File: config.mk
export PLATFORM = sky130hd
export DESIGN_NAME = serial_subtractor
export DESIGN_NICKNAME = d
export VERILOG_FILES = /design/src/rtl/serial_subtractor_pkg.sv /design/src/rtl/serial_subtractor_full_subtractor.sv /design/src/rtl/serial_subtractor.sv
export SDC_FILE = /design/constraint.sdc
export NUM_CORES = 1
export LEC_CHECK = 0
export BUFFER_PORTS_ARGS = -buffer_cell sky130_fd_sc_hd__buf_4
export CAP_MARGIN = 20
export CORE_MARGIN = 2
export CORE_UTILIZATION = 25
export DETAILED_ROUTE_END_ITERATION = 12
export HOLD_SLACK_MARGIN = 0.1
export SYNTH_ARGS = -nofsm -noshare
export SYNTH_HDL_FRONTEND = slang
export SYNTH_SLANG_ARGS = --single-unit
File: constraint.sdc
create_clock -name i_clk -period 1.9 [get_ports i_clk]
set_input_delay 0.285 -clock i_clk [delete_from_list [all_inputs] [get_ports i_clk]]
set_output_delay 0.285 -clock i_clk [all_outputs]
set_load 0.02 [all_outputs]
File: src/rtl/serial_subtractor_pkg.sv
// Shared definitions for the bit-serial subtractor: FSM encoding and counter sizing.
package serial_subtractor_pkg;

    typedef enum logic [1:0] {
        StIdle  = 2'd0,
        StShift = 2'd1,
        StDone  = 2'd2
    } state_e;

    // Bit-counter width: clog2 of the operand width, never narrower than one bit.
    function automatic int unsigned cnt_width(input int unsigned w);
        return (w < 2) ? 1 : $clog2(w);
    endfunction

endpackage

File: src/rtl/serial_subtractor_full_subtractor.sv
// One-bit full subtractor cell: x - y - bin, producing difference and borrow-out.
module serial_subtractor_full_subtractor (
    input  logic i_x,
    input  logic i_y,
    input  logic i_bin,
    output logic o_d,
    output logic o_bout
);

    // Difference and borrow equations of a single subtractor stage
    always_comb begin
        o_d    = i_x ^ i_y ^ i_bin;
        o_bout = (~i_x & i_y) | (~(i_x ^ i_y) & i_bin);
    end

endmodule

File: src/rtl/serial_subtractor.sv
// Bit-serial W-bit subtractor: computes A - B LSB first, one bit per clock, using a
// single full-subtractor cell and a borrow flip-flop.
module serial_subtractor
    import serial_subtractor_pkg::*;
#(
    parameter int unsigned W = 4
) (
    input  logic         i_clk,
    input  logic         i_rst,
    input  logic         i_start,
    input  logic [W-1:0] i_a,
    input  logic [W-1:0] i_b,
    output logic         o_busy,
    output logic         o_done,
    output logic [W-1:0] o_diff,
    output logic         o_bout
);

    localparam int unsigned CW = cnt_width(W);
    localparam logic [CW-1:0] LastCnt = CW'(W - 1);

    if (W < 1 || W > 16) begin : g_bad_width
        $error("serial_subtractor: W must be within 1..16");
    end

    state_e        r_state;
    state_e        w_state_next;
    logic [W-1:0]  r_a_sh;
    logic [W-1:0]  r_b_sh;
    logic [W-1:0]  r_res;
    logic [W-1:0]  r_diff;
    logic [CW-1:0] r_cnt;
    logic          r_borrow;
    logic          r_bout;
    logic          r_done;
    logic          w_d;
    logic          w_borrow_next;
    logic [W-1:0]  w_res_shift;

    serial_subtractor_full_subtractor u_cell (
        .i_x   (r_a_sh[0]),
        .i_y   (r_b_sh[0]),
        .i_bin (r_borrow),
        .o_d   (w_d),
        .o_bout(w_borrow_next)
    );

    // State register
    always_ff @(posedge i_clk) begin
        if (i_rst) begin
            r_state <= StIdle;
        end else begin
            r_state <= w_state_next;
        end
    end

    // Next-state decode; start is only honoured from idle
    always_comb begin
        w_state_next = r_state;
        unique case (r_state)
            StIdle:  if (i_start) w_state_next = StShift;
            StShift: if (r_cnt == LastCnt) w_state_next = StDone;
            StDone:  w_state_next = StIdle;
            default: w_state_next = StIdle;
        endcase
    end

    // New difference bit enters at the MSB; written this way so W=1 needs no slice
    always_comb begin
        w_res_shift        = r_res >> 1;
        w_res_shift[W-1]   = w_d;
    end

    // Operand shifters, borrow flop, bit counter and result/flag registers
    always_ff @(posedge i_clk) begin
        if (i_rst) begin
            r_a_sh   <= '0;
            r_b_sh   <= '0;
            r_res    <= '0;
            r_diff   <= '0;
            r_cnt    <= '0;
            r_borrow <= 1'b0;
            r_bout   <= 1'b0;
            r_done   <= 1'b0;
        end else begin
            r_done <= 1'b0;
            unique case (r_state)
                StIdle: begin
                    if (i_start) begin
                        r_a_sh   <= i_a;
                        r_b_sh   <= i_b;
                        r_borrow <= 1'b0;
                        r_cnt    <= '0;
                    end
                end
                StShift: begin
                    r_a_sh   <= r_a_sh >> 1;
                    r_b_sh   <= r_b_sh >> 1;
                    r_res    <= w_res_shift;
                    r_borrow <= w_borrow_next;
                    r_cnt    <= r_cnt + CW'(1);
                end
                StDone: begin
                    r_diff <= r_res;
                    r_bout <= r_borrow;
                    r_done <= 1'b1;
                end
                default: ;
            endcase
        end
    end

    // Busy is a pure state decode so it has no combinational path from the inputs
    always_comb begin
        o_busy = (r_state == StShift) || (r_state == StDone);
        o_done = r_done;
        o_diff = r_diff;
        o_bout = r_bout;
    end

endmodule
==> impl_metrics.ini <==
[synth]
async_reset_ff_share_pct = 0
synth_nets = 115
ys_seq_area_share_pct = 44.8
postSynthCellCount = 98
synthFlopType = dfxtp_1
synth.avg_cell_area_um2 = 10.5
synth_area_um2 = 1030
synth_edf_count = 0
netlist-cell-type-count = 22
yosysWarnings = 0
synth_seq_cells = 23

[timing]
maxSlewViolCount = 0
tightest_slew_ns = 0.500
fmax_ghz = 0.674
slew_headroom_pct = 65.7
final_hold_viol_count = 0
rsz0062_at_grt = no
finalCritPeriodShare_pct = 78.0
period_needed_ns = 1.48
setup_viol = 0
clock_skew_ns = 0.00130
setup_tns_ns = 0

[cts]
numClockSinks = 23
clk_pin_slew_ns = 0.08
cts_buffers = 3
insertion_delay_ns = 0.26
cts_tree = yes
hold_buffers = 0
cts-root-buf = clkbuf_8
cts_htree_levels = 1
postCtsSetupRepairBufs = 0
ctsResizeCount = 0
ctsLongestPathBuffers = 2

[grt]
antenna_found_initial = 0
track_usage_pct = 9.76
grt_max_degree = 24
grt_pass1_wl_um = 3460
grt_overflow = 0
grt_pass1_vias = 777

[critical_path]
cpMaxStageDelayCell = mux2i_1
critPathRequiredTime_ns = 2.10
cp.arrival_ns = 1.68
worstPathCellList = inv_1 -> ha_1 -> mux2i_1 -> nand2_1 -> a21oi_1
reg2regPathDepth = 5
crit_start = r_state[1]
worstReg2RegStart = r_state[1]
r2r_setup_slack_ns = 0.42
path_depth = 5
cp-end-kind = register
r2r_end = r_b_sh[3]
path_class = register to register
cpPeakStageDelay_ns = 0.49
crit_path_max_fanout = 5
cp_num_buf_inv = 1
start_kind = register
cpLargestDelayFamily = multiplexers

[min_path]
hold_path.class = primary input to register
hold-path-endpoint = r_a_sh[3]
holdPathStages = 3
min-delay-start = i_a[3]

[die]
start_util_pct = 25.9
core_area_um2 = 3970
dieHeight_um = 68.1
dieArea_um2 = 4640
die_w_um = 68.1
num_rows = 23
io_pins = 18

[drt]
routedWlPerCell_um = 12.3
postRouteAntennaNets = 0
vias_per_cell = 4.43
drc = 0
finalWirelength_um = 2020
firstDrtPassIters = 4
via_count = 731
drt_first_iter_violations = 13

[finish]
drive_above_1_share_pct = 26.1
n_antenna_cell = 0
fillCellCount = 410
layout.nets = 133
regArea_um2 = 460
fin_area_um2 = 1240
multi_input_area_um2 = 509
areaGrowthSynthToFinish_pct = 20.3

[placed_design]
place.gp.congestion = 0.717
port_buffers = 17
dpl_cell_area_um2 = 1190
dp_hpwl_um = 1430

[power]
irDropWorstVdd_mv = 0.499
leakage_nw = 0.493
pwr_density_cell_nw_per_um2 = 903

[outcome]
status = complete, no violations

[flow_run]
max_cap_viol_count = 0
stage by stage:
step	hold WS, ns	instances	total power, W	setup WS, ns	utilization [%]
final	0.301	165	0.00112	0.417	31.1
after global routing	0.325	165	0.00118	0.195	31.1
after CTS	0.295	165	0.00114	0.361	31.1
after detailed placement	0.453	161	0.000827	0.390	30.0
after global placement	0.439	161	0.000813	0.472	30.0
after floorplan	0.350	98	0.000767	0.471	-
metal layers:
layer	global-route usage, %	vias up	wire length, um	share of wire [%]
met4	0.750	0	8	0.40
li1	-	367	-	-
met3	3.62	2	101	5.0
met2	17.6	17	967	48
met1	11.4	345	945	47
met5	0	-	0	0
power breakdown:
| group | switching (W) | internal [W] |
|---|---|---|
| Clock | 0.000156 | 0.000146 |
| Combinational | 0.000147 | 0.000120 |
| Sequential | 0.0000257 | 0.000522 |
cells by family (layout without fill, tap and decap cells):
logic type	after synthesis	count (layout)	synth area share [%]
compound gates	16	16	13.6
buf+inv	10	27	5.60
simple gates	27	27	11.8
flops	23	23	44.8
fa+ha+maj	6	6	8.04
mux	16	16	16.1
Yosys cell counts (all sizes together) (3+ instances only):
cell | n | area share, %
dfxtp | 23 | 45
nor2 | 17 | 6.2
mux2i | 15 | 15
a211oi | 8 | 8.8
a21oi | 5 | 2.4
ha | 5 | 6.1
buf | 4 | 3.4
inv | 4 | 1.5
nand2 | 3 | 1.1
nand3b | 3 | 2.2
cell type report:
class,count,area share [%]
Clock inverter,1,0.405
Timing Repair Buffer,19,11.5
Sequential cell,23,37.2
Tap cell,50,5.06
Clock buffer,3,3.34
Inverter,4,1.21
Multi-Input combinational cell,65,41.2
registers in the layout (all words and copies together), names as in the netlist:
signal / flops
r_a_sh: 4
o_done: 1
r_borrow: 1
o_diff: 4
r_res: 4
r_cnt: 2
r_state: 2
r_b_sh: 4
o_bout: 1
worst register-to-register path: cells and delay by family, from the launching register on:
kind / cells / cell delay [ns]
adder cells (fa/ha/maj): 1 / 0.27
AO/OA/AOI/OAI: 1 / 0.13
multiplexers: 1 / 0.49
flip-flops: 1 / 0.32
AND/OR/NAND/NOR: 1 / 0.10
buffers and inverters: 1 / 0.11
layout by cell type (no fill, tap or decap):
| cell | count |
|---|---|
| dfxtp_1 | 23 |
| ha_1 | 5 |
| buf_4 | 19 |
| mux2_4 | 1 |
| clkbuf_8 | 3 |
| a211oi_2 | 6 |
| clkinv_2 | 1 |
| nor2b_1 | 1 |
| nand2_1 | 3 |
| fa_1 | 1 |
| nand2b_1 | 2 |
| nand3b_1 | 3 |
| nand3_1 | 1 |
| a32oi_1 | 2 |
| inv_1 | 4 |
| a21oi_1 | 5 |
| a21o_1 | 1 |
| mux2i_1 | 15 |
| a211oi_1 | 2 |
| nor2_1 | 17 |
how the worst max path moves through the flow:
stage / endpoint
6_report: r_b_sh[3]
3_5_place_dp: r_cnt[0]
4_1_cts: r_cnt[0]
5_1_grt: r_a_sh[3]
2_1_floorplan: r_a_sh[1]
3_3_place_gp: r_cnt[0]
No activity file was read; power rests on OpenSTA's default activity.
